[src/rtl/clk_div_bank.sv]
// Multi-channel programmable clock divider: per-channel square wave, tick, shadowed divisor, glitch-free stop.
// Optional realignment input SyncIn is built when CLKDIV_SYNC_EN is defined.

module clk_div_ch #(
    parameter int CNT_W   = 8,
    parameter int DEF_DIV = 5
) (
    input  logic             Clk,
    input  logic             Rst,
    input  logic             en,
    input  logic             wr,
    input  logic [CNT_W-1:0] wr_div,
`ifdef CLKDIV_SYNC_EN
    input  logic             sync,
`endif
    output logic             clk_out,
    output logic             tick,
    output logic             pend,
    output logic             run
);
    logic [CNT_W-1:0] cnt, div, shadow;
    logic             at_end;

    assign at_end = (cnt == div);

    always_ff @(posedge Clk) begin
        if (Rst) begin
            cnt     <= '0;
            div     <= CNT_W'(DEF_DIV);
            shadow  <= CNT_W'(DEF_DIV);
            pend    <= 1'b0;
            clk_out <= 1'b0;
            tick    <= 1'b0;
            run     <= 1'b0;
        end else begin
            tick <= 1'b0;
            if (!run) begin
                cnt     <= '0;
                clk_out <= 1'b0;
                run     <= en;
                if (pend) begin
                    div  <= shadow;
                    pend <= 1'b0;
                end
`ifdef CLKDIV_SYNC_EN
            end else if (sync) begin
                // Realign: may cut a high phase short; no tick is produced.
                cnt     <= '0;
                clk_out <= 1'b0;
                run     <= en;
                if (pend) begin
                    div  <= shadow;
                    pend <= 1'b0;
                end
`endif
            end else if (!en && !clk_out) begin
                cnt <= '0;
                run <= 1'b0;
            end else if (at_end) begin
                // Toggle cycle; a stop request only reaches here while high, so it ends low.
                cnt     <= '0;
                clk_out <= ~clk_out;
                tick    <= ~clk_out;
                run     <= en;
                if (pend) begin
                    div  <= shadow;
                    pend <= 1'b0;
                end
            end else begin
                cnt <= cnt + 1'b1;
            end
            // A write lands after any apply this cycle, so it waits for the next one.
            if (wr) begin
                shadow <= wr_div;
                pend   <= 1'b1;
            end
        end
    end
endmodule

module clk_div_bank #(
    parameter int NUM_CH  = 4,
    parameter int CNT_W   = 8,
    parameter int DEF_DIV = 5,
    parameter int SEL_W   = 2
) (
    input  logic              Clk,
    input  logic              Rst,
    input  logic [NUM_CH-1:0] En,
    input  logic              WrEn,
    input  logic [SEL_W-1:0]  WrSel,
    input  logic [CNT_W-1:0]  WrDiv,
`ifdef CLKDIV_SYNC_EN
    input  logic              SyncIn,
`endif
    output logic [NUM_CH-1:0] ClkOut,
    output logic [NUM_CH-1:0] Tick,
    output logic [NUM_CH-1:0] Pend,
    output logic [NUM_CH-1:0] Run
);
    logic [NUM_CH-1:0] wr_hit;

    // Out-of-range selects match no channel and are dropped.
    always_comb begin
        wr_hit = '0;
        for (int i = 0; i < NUM_CH; i++)
            wr_hit[i] = WrEn && (32'(WrSel) == 32'(i));
    end

    clk_div_ch #(
        .CNT_W   (CNT_W),
        .DEF_DIV (DEF_DIV)
    ) u_ch [NUM_CH-1:0] (
        .Clk     (Clk),
        .Rst     (Rst),
        .en      (En),
        .wr      (wr_hit),
        .wr_div  (WrDiv),
`ifdef CLKDIV_SYNC_EN
        .sync    (SyncIn),
`endif
        .clk_out (ClkOut),
        .tick    (Tick),
        .pend    (Pend),
        .run     (Run)
    );
endmodule

[config.mk]
export PLATFORM = sky130hd
export DESIGN_NAME = clk_div_bank
export DESIGN_NICKNAME = d
export VERILOG_FILES = /design/src/rtl/clk_div_bank.sv
export SDC_FILE = /design/constraint.sdc
export NUM_CORES = 1
export LEC_CHECK = 0
export BUFFER_PORTS_ARGS = -buffer_cell sky130_fd_sc_hd__buf_2
export CORE_ASPECT_RATIO = 1.25
export CORE_MARGIN = 2
export CORE_UTILIZATION = 35
export DETAILED_ROUTE_END_ITERATION = 8
export SLEW_MARGIN = 10
export SYNTH_ARGS = -nofsm -noshare
export SYNTH_HDL_FRONTEND = slang
export SYNTH_SLANG_ARGS = --single-unit
[constraint.sdc]
create_clock -name Clk -period 1.65 [get_ports Clk]
set_input_delay 0.0825 -clock Clk [delete_from_list [all_inputs] [get_ports Clk]]
set_output_delay 0.0825 -clock Clk [all_outputs]
set_load 0.02 [all_outputs]
Yosys cells after proc, flatten, opt, wreduce, memory -nomap -nowiden. Cells that the tools add are included.

Add/sub/neg operators: 4. Eq/ne operators: 23. Multiplexer cells: 44. Bitwise operators: 16. Reductions and logical operators: 41.

Operators by type and width (count): 2-to-1 mux 8 bit (16); adder 8 x 1 -> 8 bit, second input constant (4); == test 8 bit (4); OR reduction 4 bit (8); 2-to-1 mux 1 bit (28); != test 3 x 2 -> 1 bit, second input constant (8); AND reduction 2 bit (12); != test 2 bit, second input constant (8); inverter 1 bit (16); logical AND 1 bit (8); logical NOT 1 bit (8); OR reduction 2 bit (4); == test 2 bit, second input constant (2); == test 2 x 1 -> 1 bit, second input constant (1); logical NOT 2 bit (1).

Flip-flop bits (word level): 112. Output and inout bits: 16.

Logic depth before layout (Yosys ltp). Gate-level depths: netlist (run 1).

Word-level depth: 5. Gate-level depth with buffers: 6.

Hierarchy. A second synthesis (run 1) with hierarchy kept.

Cell total of the unflattened synthesis: 596. Area total of the unflattened synthesis: 5355.1 um^2.

Modules (own cells, without submodules): clk_div_ch (u_ch[0] ...) (times used 2, cells an instance 148, area an instance 1348.8 um^2, seq. area each 560.5 um^2); clk_div_ch (u_ch[2] ...) (times used 2, cells an instance 148, area an instance 1310.0 um^2, seq. area each 560.5 um^2); clk_div_bank (times used 1, cells an instance 4, area an instance 37.5 um^2, seq. area each 0.0 um^2).

Worst setup path after synthesis (run 1). OpenSTA, ideal clock, no wires.

Path kind: reg-to-reg. Start: reg u_ch[0].cnt[0]. End: reg u_ch[0].div[1]. Setup time: 0.096 ns. Arrival time: 1.293 ns. Data required time: 1.554 ns. Slack: 0.261 ns. Stages on the path, launching flop included: 6. Buffers on the path: 1. Period minus slack after synthesis: 1.389 ns. Cell sequence: dfxtp_1 > xnor2_1 > nand4_1 > or2_0 > buf_6 > o311ai_1.

Cells in the longest elaborated chain, start to end: 3.

Ends and longest elaborated chain: from (decl) (RTL line 21) `logic [CNT_W-1:0] cnt, div, shadow;`; from (signal assigned) (RTL line 70) `cnt <= cnt + 1'b1;`; == test 8 bit (RTL line 24) `assign at_end = (cnt == div);`; != test 2 bit (no source line); AND reduction 2 bit (no source line); to (signal assigned) (RTL line 29) `div <= CNT_W'(DEF_DIV);`; to (signal assigned) (RTL line 42) `div <= shadow;`; to (signal assigned) (RTL line 66) `div <= shadow;`; to (decl) (RTL line 21).

No other way between the ends. A chain may end at the register's enable or synchronous reset.

Worst setup path after layout (run 1).
Start: reg u_ch[3].div[1]. End: reg u_ch[3].div[2].

Cells in the longest elaborated chain, start to end: 3.

Ends and longest elaborated chain (RTL line): from (decl) (21); from (signal assigned) (29); from (signal assigned) (42); from (signal assigned) (66); == test 8 bit (24); != test 2 bit (no source line); AND reduction 2 bit (no source line).

No other way between the ends.

==> results of run 1 <==
[cell families (layout without fill, tap and decap cells)]
kind of cell	Yosys count	count (layout)	synth area share [%]
and+or+nand+nor	250	250	24.00
AOI/OAI and AO/OA	131	131	16.56
DFF	112	112	41.92
buffers and inverters	68	92	6.292
xor gates and xnor gates	56	56	9.170
muxes	6	6	1.123
adders and majority gates	4	4	0.9357
other	0	1	0
[worst max-delay path, cell delays in order, from the launching register on]
cell,delay (ns)
sky130_fd_sc_hd__dfxtp_1,0.34
sky130_fd_sc_hd__xnor2_1,0.19
sky130_fd_sc_hd__nand4_1,0.23
sky130_fd_sc_hd__buf_4,0.22
sky130_fd_sc_hd__o311ai_0,0.33
sky130_fd_sc_hd__o211ai_1,0.14
[stage by stage]
| step | power, mW | setup slack (ns) | TNS (ns) | area [um2] | hold WS [ns] |
|---|---|---|---|---|---|
| 2_1_floorplan | 3.174 | 0.2612 | 0 | 5349 | 0.2120 |
| 3_3_place_gp | 3.293 | 0.1442 | 0 | 5643 | 0.3505 |
| 3_5_place_dp | 3.306 | 0.07293 | 0 | 5643 | 0.3545 |
| 4_1_cts | 5.676 | 0.03096 | 0 | 6005 | 0.003817 |
| 5_1_grt | 5.854 | -0.004679 | -0.005253 | 6047 | 0.01323 |
| 6_report | 5.637 | 0.06378 | 0 | 6050 | 0.005016 |
[state kept, by name, summed over array words and instances (netlist names)]
| signal | flops |
|---|---|
| u_ch.pend | 4 |
| u_ch.clk_out | 4 |
| u_ch.cnt | 32 |
| u_ch.run | 4 |
| u_ch.div | 32 |
| u_ch.tick | 4 |
| u_ch.shadow | 32 |
[power by group]
group          switching, mW  internal (mW)
sequential            0.0542           2.78
clock                   1.01           1.36
combinational          0.262          0.170
total                   1.33           4.31
[repair_timing]
item	in CTS	in global routing
resized for setup	0	12
buffers inserted	0	2
hold buffers	4	0
setup endpoints to repair	0	32
hold endpoints to repair	7	0
[layout make-up]
class | count | area, um2
diodes | 1 | 2.502
clock buffers | 10 | 239.0
clock inverters | 6 | 82.58
fillers | 1508 | 8902
inverters | 16 | 60.06
multi-input cells | 447 | 2794
flip-flops and latches | 112 | 2247
well taps | 182 | 227.7
repair buffers | 60 | 396.6
[how the worst max path moves through the flow]
stage,start,end,slack [ns],depth (start not counted)
2_1_floorplan,u_ch[0].cnt[0]$_SDFF_PP0_,u_ch[0].div[1]$_SDFFE_PP0P_,0.26,5
6_report,u_ch[3].div[1]$_SDFFE_PP0P_,u_ch[3].div[2]$_SDFFE_PP1P_,0.06,5
5_1_grt,u_ch[3].div[1]$_SDFFE_PP0P_,u_ch[3].div[0]$_SDFFE_PP1P_,-0.005,5
4_1_cts,u_ch[0].cnt[5]$_SDFF_PP0_,u_ch[0].clk_out$_SDFFE_PP0P_,0.03,5
3_5_place_dp,u_ch[0].cnt[5]$_SDFF_PP0_,u_ch[0].clk_out$_SDFFE_PP0P_,0.07,5
3_3_place_gp,u_ch[0].cnt[5]$_SDFF_PP0_,u_ch[0].clk_out$_SDFFE_PP0P_,0.14,5
[layer usage]
layer / vias up / GRT usage [%]
li1: 2264 / -
met1: 2065 / 19.00
met2: 69 / 26.10
met3: 15 / 2.811
met4: 0 / 7.895
met5: - / 0
[synthesized netlist by cell type, types with 2 or more instances]
library cell                instances  share of area [%]
sky130_fd_sc_hd__dfxtp_1          112                 42
sky130_fd_sc_hd__nand2_1           56                3.9
sky130_fd_sc_hd__nand3_1           51                4.8
sky130_fd_sc_hd__nor2_1            48                3.4
sky130_fd_sc_hd__xnor2_1           42                6.9
sky130_fd_sc_hd__a21oi_1           30                2.8
sky130_fd_sc_hd__and3_1            30                3.5
sky130_fd_sc_hd__o21ai_0           29                2.7
sky130_fd_sc_hd__o211ai_1          20                2.8
sky130_fd_sc_hd__nor3b_1           19                2.7
sky130_fd_sc_hd__a32oi_1           18                2.9
sky130_fd_sc_hd__buf_4             16                2.2
sky130_fd_sc_hd__clkbuf_1          16                1.1
sky130_fd_sc_hd__inv_1             15                1.1
sky130_fd_sc_hd__xor2_1            14                2.3
sky130_fd_sc_hd__buf_2             11                1.0
sky130_fd_sc_hd__nand2b_1          11                1.3
sky130_fd_sc_hd__o311ai_0          10                1.6
sky130_fd_sc_hd__nand4_1            9                1.1
sky130_fd_sc_hd__buf_1              8               0.56
sky130_fd_sc_hd__and4_1             7                1.1
sky130_fd_sc_hd__o311ai_1           7                1.1
sky130_fd_sc_hd__a2bb2oi_1          6               0.98
sky130_fd_sc_hd__mux2i_1            6                1.1
sky130_fd_sc_hd__nor4_1             5               0.58
sky130_fd_sc_hd__ha_1               4               0.94
sky130_fd_sc_hd__nor2b_1            4               0.47
sky130_fd_sc_hd__o21ai_1            4               0.37
sky130_fd_sc_hd__o31a_1             4               0.65
sky130_fd_sc_hd__o21ai_2            3               0.49
sky130_fd_sc_hd__or3_1              3               0.35
sky130_fd_sc_hd__nor3_1             2               0.19
==> reports/metrics.csv, run 1 <==
stage,metric,value,unit
setup_path,worstPathMaxFanout,6,
sta,finalWorstPathRequiredPeriod,1.586,ns
synth,sequential_area_share_after_synthesis,41.92,%
sta,timing.final.setup_violations,0,
run,maxCapViolations,0,
setup_path,worstReg2RegStart,u_ch[3].div[1]$_SDFFE_PP0P_,
clocking,cts-htree-levels,3,
routing,route.vias.total,4413,
synth,ys_seq_elements,112,
pwr,p_per_area,931.7,nW/um2
routing,dr_wl_met3,477,um
routing,drt_first_iter_violations,307,
floorplanning,die_ht,142.2,um
worst_hold_path,hp-class,primary input to flip-flop,
worst_hold_path,worstHoldStart,WrDiv[5],
routing,wl,12120,um
synth,synth.cell_area,5349,um2
clocking,worst_skew_pair.late_latency,0.36,ns
setup_path,r2r_end,u_ch[3].div[2]$_SDFFE_PP1P_,
placement,hpwl,8608,um
cells_and_area,layout.core_utilization,40.46,%
cells_and_area,fin_cells,834,
routing,routedLengthMet1,5519,um
sta,final_min_period_over_clock_period,96.13,%
sta,fin_worst_skew,0.007497,ns
placement,place.port_buffers,32,
setup_path,criticalPathCategory,flip-flop to flip-flop,
synth,synthFlopType,sky130_fd_sc_hd__dfxtp_1,
cells_and_area,layout.nets,667,
global_routing,number_of_antenna_violations_at_the_first_check_in_global_routing,1,
setup_path,critical_path.endpoint_type,flip-flop,
floorplanning,floorplan.core_area,14950,um2
pwr,power.static_leakage,2.209,nW
clocking,cts_tree,built,
synth,post_synth_num_cell_types,39,
placement,placed_cells,811,
floorplanning,fp-row-count,50,
outcome,run_status,completed,
cells_and_area,syn_to_final_growth,13.10,%
cells_and_area,layout.cells.most_common_list,"sky130_fd_sc_hd__dfxtp_1, sky130_fd_sc_hd__nand2_1, sky130_fd_sc_hd__nand3_1, sky130_fd_sc_hd__nor2_1, sky130_fd_sc_hd__xnor2_1",
routing,drt_first_pass_iters,4,
routing,wl_met2,5866,um
routing,top_layer_used,met4,
clocking,clock_path_buffers,2,
cells_and_area,layout_cells_sized_above_1,13.06,%
setup_path,r2r.worst_path.cells,5,
setup_path,critical_path_required,1.88,ns
worst_hold_path,timing.hold.worst_endpoint,u_ch[1].shadow[5]$_SDFFE_PP0P_,
floorplanning,starting_utilization_of_the_core_area,35.77,%
synth,post_synth.cell_area_avg,8.531,um2
global_routing,groute.usage.overall,15.57,%
global_routing,gr-total-overflow,0,
synth,synth-warning-count,0,
synth,synth_edf_count,0,
routing,viasPerCell,5.291,
routing,detail_route.drc_violations,0,
sta,report.final.hold_viol_count,0,
cells_and_area,most_frequent_standard_cell_in_the_layout_excluding_fill_and_tap_cells,sky130_fd_sc_hd__dfxtp_1,
sta,peak_freq,0.6304,GHz
routing,drtAntennaViolNets,0,
clocking,cts.sinks,112,
global_routing,grt_pass1_wl,20340,um
global_routing,grt_pass1_vias,4245,
setup_path,rrSetupSlack,0.06,ns
setup_path,worstSetupStartpointType,flip-flop,
clocking,clkSlewWorstSetupHoldPaths,0.07,ns
worst_hold_path,min_path_cells,3,
global_routing,grt_start_max_net_pins,44,
clocking,cts_made_buffers,9,
pwr,power.ir.vdd_worst,0.5383,mV
routing,average_detailed_routed_wire_length_per_instance,14.53,um
sta,timing_max_transition_violations_final,0,
floorplanning,die_w,114.6,um
synth,syn-instance-count,627,
sta,worstMarginPinSlew,0.8761,ns
floorplanning,io_pins,33,
placement,routabilityCongestion,0.7990,
synth,postSynth.asyncResetShare,0,%
sta,slew_headroom,40.97,%
synth,synth_fp_nets,648,
clocking,clock_tree.root_cell,sky130_fd_sc_hd__clkbuf_16,
setup_path,timing.critical_path.arrival,1.82,ns
floorplanning,total_die_area,16290,um2
Note: power is estimated with default switching activity, not from simulation.
==> run 2, diff against run 1 <==
==> constraint.sdc (replaced) <==
create_clock -name Clk -period 1.75 [get_ports Clk]
set_input_delay 0.0875 -clock Clk [delete_from_list [all_inputs] [get_ports Clk]]
set_output_delay 0.0875 -clock Clk [all_outputs]
set_load 0.05 [all_outputs]
==> reports/metrics.csv, run 2 (same netlist as run 1, synthesis figures left out) <==
stage,metric,value,unit,change
outcome,run_status,completed,,
cells_and_area,area.sequential,2242,um2,-0.22%
floorplanning,io_pins,33,,unchanged
routing,viasPerCell,5.313,,+0.41%
setup_path,cells_traversed_along_the_worst_timing_path,xnor2_1 -> nand4_1 -> buf_4 -> or4_1 -> a21oi_1,,
pwr,power.ir.vdd_worst,0.4478,mV,-17%
cells_and_area,fin_cells,831,,-0.36%
cells_and_area,layout.nets,665,,-0.30%
global_routing,grtUsageMet3,2.811,%,unchanged
setup_path,worstReg2RegStart,u_ch[0].cnt[5]$_SDFF_PP0_,,
cells_and_area,layout.cells.most_common_list,"sky130_fd_sc_hd__dfxtp_1, sky130_fd_sc_hd__nand2_1, sky130_fd_sc_hd__nand3_1, sky130_fd_sc_hd__nor2_1, sky130_fd_sc_hd__xnor2_1",,
clocking,cts_tree,built,,
global_routing,grt_pass1_wl,20170,um,-0.85%
setup_path,crit_startpoint,u_ch[0].cnt[5]$_SDFF_PP0_,,
clocking,clock_path_buffers,2,,unchanged
clocking,worst_skew_pair.late_latency,0.35,ns,about the same
sta,fin_tns_setup,0,ns,unchanged
setup_path,slowest_stage,sky130_fd_sc_hd__or4_1,,
setup_path,critical_path_required,2.03,ns,+0.15 ns
global_routing,met1_usage,18.40,%,-0.59 points
global_routing,gr-total-overflow,0,,unchanged
placement,place.port_buffers,32,,unchanged
global_routing,grt_pass1_vias,4301,,+1.3%
clocking,clock_tree.root_cell,sky130_fd_sc_hd__clkbuf_16,,
global_routing,groute.usage.overall,15.24,%,-0.32 points
sta,slew_headroom,36.03,%,-4.9 points
global_routing,number_of_antenna_violations_at_the_first_check_in_global_routing,0,,-1
global_routing,grt_start_max_net_pins,47,,+6.8%
pwr,p_per_area,866.7,nW/um2,-7.0%
clocking,cts.sinks,112,,unchanged
cells_and_area,syn_to_final_growth,12.26,%,
floorplanning,floorplan.core_area,14950,um2,unchanged
routing,drt_first_iter_violations,287,,-6.5%
floorplanning,fp-row-count,50,,unchanged
cells_and_area,fill_cells,1511,,+0.20%
setup_path,cp_slowest_stage_delay,0.48,ns,+0.14 ns
run,maxCapViolations,0,,unchanged
sta,report.final.hold_viol_count,0,,unchanged
sta,worstMarginPinSlew,0.9532,ns,+0.07705 ns
setup_path,criticalPathCategory,flip-flop to flip-flop,,
routing,detail_route.drc_violations,0,,unchanged
sta,fin_worst_skew,0.006211,ns,-0.001286 ns
routing,drt_first_pass_iters,5,,+1
setup_path,worst-path-buf-inv,1,,unchanged
sta,timing_max_transition_violations_final,0,,unchanged
placement,hpwl,8526,um,-0.96%
placement,routabilityCongestion,0.8076,,+1.1%
cells_and_area,final_design_area_no_fill,6005,um2,-0.74%
clocking,clkSlewWorstSetupHoldPaths,0.07,ns,about the same
cells_and_area,layout_cells_sized_above_1,11.86,%,-1.2 points
clocking,cts-htree-levels,3,,unchanged
routing,wl,11760,um,-3.0%
sta,timing.final.setup_violations,0,,unchanged
placement,placed_cells,810,,-0.12%
setup_path,timing.critical_path.arrival,1.90,ns,+0.08 ns
placement,placed_cell_area,5648,um2,about the same
sta,finalWorstPathRequiredPeriod,1.620,ns,+0.03346 ns
routing,average_detailed_routed_wire_length_per_instance,14.15,um,-2.6%
floorplanning,die_w,114.6,um,unchanged
routing,route.vias.total,4415,,+0.045%
sta,fin_worst_hold_slack,0.01355,ns,+0.008533 ns
sta,peak_freq,0.6174,GHz,-2.1%
worst_hold_path,worstHoldStart,En[3],,
global_routing,most_crowded_layer_gr,met2,,
floorplanning,total_die_area,16290,um2,unchanged
setup_path,worstSetupStartpointType,flip-flop,,
setup_path,timing.critical_path.max_delay_family,simple AND/OR/NAND/NOR gates,,
sta,final_min_period_over_clock_period,92.55,%,-3.6 points
clocking,cts_made_buffers,9,,unchanged
floorplanning,starting_utilization_of_the_core_area,35.77,%,unchanged
cells_and_area,most_frequent_standard_cell_in_the_layout_excluding_fill_and_tap_cells,sky130_fd_sc_hd__dfxtp_1,,
worst_hold_path,hp-class,primary input to flip-flop,,
floorplanning,die_ht,142.2,um,unchanged
cells_and_area,n_antenna_cell,0,,-1
cells_and_area,biggestRegsByFlops,"u_ch.cnt (32), u_ch.div (32), u_ch.shadow (32)",,
pwr,power.static_leakage,2.185,nW,-1.1%
global_routing,gr-usage-met2,25.69,%,-0.40 points
cells_and_area,multiInputGateArea,2779,um2,-0.54%
routing,drtAntennaViolNets,0,,unchanged
setup_path,critical_path.endpoint_type,flip-flop,,
setup_path,worstPathMaxFanout,14,,+8
run 2: cell types whose count changed in the layout (fill, tap and decap cells not counted), sizes merged:
| cell | previous run | this run |
|---|---|---|
| clkbuf | 10 | 11 |
| clkinvlp | 1 | 2 |
| dlygate4sd3 | 4 | 3 |
| buf | 56 | 55 |
| bufinv | 2 | 1 |
| clkinv | 4 | 3 |
| diode | 1 | 0 |
run 2: per-stage QoR:
| stage | total power, mW | setup WS [ns] | utilization [%] |
|---|---|---|---|
| floorplan | 3.011 | 0.3612 | - |
| global placement | 3.127 | 0.2034 | 37.77 |
| detailed placement | 3.140 | 0.1465 | 37.77 |
| CTS | 5.267 | 0.1187 | 40.03 |
| global route | 5.434 | -0.004616 | 40.16 |
| finish | 5.204 | 0.1303 | 40.16 |
run 2: path summary, 6_finish.rpt:
path                                                        to  slack (ns)  cells after the start
worst max-delay path              u_ch[0].clk_out$_SDFFE_PP0P_        0.13                      5
worst min-delay path                    u_ch[3].run$_SDFF_PP0_        0.01                      3
worst max register to register    u_ch[0].clk_out$_SDFFE_PP0P_        0.13                      5
worst min register to register  u_ch[2].shadow[1]$_SDFFE_PP0P_        0.47                      2
run 2: final cells by class:
class | instances | share of cell area [%]
flip-flops and latches | 112 | 37.34
inverters | 16 | 1.000
well taps | 182 | 3.792
multi-input cells | 447 | 46.28
repair buffers | 58 | 6.460
clock inverters | 5 | 0.9169
clock buffers | 11 | 4.209
run 2: repair_timing:
item	in CTS	in global routing
endpoints found under the setup margin	0	5
gates resized for setup	0	1
hold endpoints to repair	3	0
setup buffers	0	2
hold buffers	3	0
run 2: layer usage:
metal / vias up / wire length [um]
met5: - / 0
met4: 0 / 346
met3: 21 / 445
met2: 76 / 5690
met1: 2054 / 5279
li1: 2264 / -
run 2: power breakdown:
group	leakage, nW	total (mW)	switching [mW]	internal, mW
Combinational	1.13	0.422	0.262	0.160
Sequential	0.908	2.67	0.0506	2.62
Clock	0.148	2.11	0.930	1.18
run 2: worst reg2reg max path, cell delays in order, from the launching register on:
cell                      delay (ns)
sky130_fd_sc_hd__dfxtp_1        0.42
sky130_fd_sc_hd__xnor2_1        0.14
sky130_fd_sc_hd__nand4_1        0.12
sky130_fd_sc_hd__buf_4          0.20
sky130_fd_sc_hd__or4_1          0.49
sky130_fd_sc_hd__a21oi_1        0.18
==> run 3, diff against run 2 <==
- CTS_BUF_LIST: default -> sky130_fd_sc_hd__clkbuf_16
==> reports/metrics.csv, run 3 (same netlist as run 1, synthesis figures left out) <==
stage,metric,value,unit,change
outcome,run_status,completed,,
sta,timing.final.setup_violations,0,,unchanged
floorplanning,fp-row-count,50,,unchanged
clocking,cts_tree,built,,
sta,worstMarginPinSlew,0.9449,ns,-0.008325 ns
placement,pre_cts_ws,0.1465,ns,unchanged
global_routing,groute.usage.overall,15.23,%,about the same
clocking,cts_made_buffers,9,,unchanged
sta,report.final.hold_viol_count,0,,unchanged
worst_hold_path,hp-class,primary input to flip-flop,,
global_routing,gr-total-overflow,0,,unchanged
floorplanning,io_pins,33,,unchanged
run,maxCapViolations,0,,unchanged
global_routing,grt_start_max_net_pins,47,,unchanged
routing,wl_met2,5711,um,+0.37%
sta,fin_worst_skew,0.005946,ns,-0.0002651 ns
cells_and_area,most_frequent_standard_cell_in_the_layout_excluding_fill_and_tap_cells,sky130_fd_sc_hd__dfxtp_1,,
pwr,p_per_area,854.9,nW/um2,-1.4%
sta,final_min_period_over_clock_period,92.47,%,about the same
setup_path,rrSetupSlack,0.13,ns,about the same
routing,wl,11770,um,about the same
floorplanning,die_ht,142.2,um,unchanged
clocking,cts.sinks,112,,unchanged
routing,average_detailed_routed_wire_length_per_instance,14.16,um,about the same
sta,timing_max_transition_violations_final,0,,unchanged
pwr,power.ir.vdd_worst,0.4486,mV,+0.18%
sta,slew_headroom,36.59,%,+0.56 points
clocking,clock_path_buffers,2,,unchanged
routing,viasPerCell,5.345,,+0.61%
setup_path,critical_path_required,2.03,ns,about the same
setup_path,timing.critical_path.arrival,1.90,ns,about the same
floorplanning,floorplan.core_area,14950,um2,unchanged
setup_path,worstSetupStartpointType,flip-flop,,
routing,detail_route.drc_violations,0,,unchanged
placement,placed_cells,810,,unchanged
routing,routedLengthMet1,5307,um,+0.53%
setup_path,worstPathMaxFanout,14,,unchanged
global_routing,number_of_antenna_violations_at_the_first_check_in_global_routing,0,,unchanged
floorplanning,starting_utilization_of_the_core_area,35.77,%,unchanged
pwr,power.static_leakage,2.174,nW,-0.51%
sta,fin_tns_setup,0,ns,unchanged
cells_and_area,layout_cells_sized_above_1,11.56,%,-0.31 points
pwr,power_after_layout,5.116,mW,-1.7%
floorplanning,total_die_area,16290,um2,unchanged
clocking,cts-htree-levels,3,,unchanged
cells_and_area,n_antenna_cell,0,,unchanged
global_routing,grt_pass1_vias,4311,,+0.23%
clocking,clkSlewWorstSetupHoldPaths,0.07,ns,about the same
cells_and_area,syn_to_final_growth,11.88,%,
placement,routabilityCongestion,0.8076,,unchanged
sta,peak_freq,0.6180,GHz,about the same
placement,hpwl,8526,um,unchanged
clocking,worst_skew_pair.late_latency,0.35,ns,about the same
sta,finalWorstPathRequiredPeriod,1.618,ns,-0.001504 ns
cells_and_area,layout.nets,665,,unchanged
setup_path,critical_path.endpoint_type,flip-flop,,
setup_path,criticalPathCategory,flip-flop to flip-flop,,
cells_and_area,fin_cells,831,,unchanged
sta,finalWorstSetupSlack,0.1318,ns,+0.001504 ns
routing,drtAntennaViolNets,0,,unchanged
placement,place.port_buffers,32,,unchanged
routing,route.vias.total,4442,,+0.61%
routing,top_layer_used,met4,,
cells_and_area,biggestRegsByFlops,"u_ch.cnt (32), u_ch.div (32), u_ch.shadow (32)",,
cells_and_area,layout.cells.most_common_list,"sky130_fd_sc_hd__dfxtp_1, sky130_fd_sc_hd__nand2_1, sky130_fd_sc_hd__nand3_1, sky130_fd_sc_hd__nor2_1, sky130_fd_sc_hd__xnor2_1",,
global_routing,grt_pass1_wl,20160,um,about the same
floorplanning,die_w,114.6,um,unchanged
routing,drt_first_iter_violations,306,,+6.6%
routing,dr_wl_met3,398,um,-11%
routing,drt_first_pass_iters,5,,unchanged
clocking,clock_tree.root_cell,sky130_fd_sc_hd__clkbuf_16,,
==> run 3: final timing paths <==
path,startpoint,end,depth (start not counted)
setup / recovery,u_ch[0].cnt[5]$_SDFF_PP0_,u_ch[0].clk_out$_SDFFE_PP0P_,5
setup reg to reg,u_ch[0].cnt[5]$_SDFF_PP0_,u_ch[0].clk_out$_SDFFE_PP0P_,5
hold / removal,En[3],u_ch[3].run$_SDFF_PP0_,3
hold reg to reg,u_ch[2].shadow[1]$_SDFFE_PP0P_,u_ch[2].shadow[1]$_SDFFE_PP0P_,2
==> run 3: report_power, final <==
group	total [mW]	internal (mW)	leakage, nW	switching [mW]
clock network	2.03	1.10	0.136	0.930
registers	2.67	2.62	0.908	0.0507
logic	0.422	0.160	1.13	0.262
total	5.12	3.87	2.17	1.24
==> run 3: layer usage <==
| layer | global-route usage [%] | vias to the layer above |
|---|---|---|
| met2 | 25.76 | 85 |
| met5 | 0 | - |
| li1 | - | 2266 |
| met3 | 2.811 | 22 |
| met1 | 18.29 | 2069 |
| met4 | 7.895 | 0 |
==> run 3: timing repair <==
| action | 4_1_cts | 5_1_grt |
|---|---|---|
| setup buffers | 0 | 2 |
| resized for setup | 0 | 1 |
| setup endpoints to repair | 0 | 5 |
| hold buffers | 3 | 0 |
| hold endpoints to repair | 3 | 0 |
==> run 3: layout make-up <==
cell class              instances  area, um2
flip-flops and latches        112       2242
multi-input cells             447       2779
well taps                     182      227.7
clock buffers                   9      225.2
inverters                      16      60.06
repair buffers                 58      387.9
clock inverters                 7      62.56
fillers                      1514       8967
==> run 3: through the flow <==
step / cell area (um2) / util, % / hold WS (ns)
6_report: 5984 / 40.03 / 0.01351
3_3_place_gp: 5648 / 37.77 / 0.3581
5_1_grt: 5984 / 40.03 / 0.01825
3_5_place_dp: 5648 / 37.77 / 0.3638
2_1_floorplan: 5349 / - / 0.2170
4_1_cts: 5966 / 39.90 / 0.002216
==> run 3: critical path, stage by stage (launching register included) <==
cell,delay [ns]
sky130_fd_sc_hd__dfxtp_1,0.42
sky130_fd_sc_hd__xnor2_1,0.14
sky130_fd_sc_hd__nand4_1,0.12
sky130_fd_sc_hd__buf_4,0.20
sky130_fd_sc_hd__or4_1,0.48
sky130_fd_sc_hd__a21oi_1,0.18
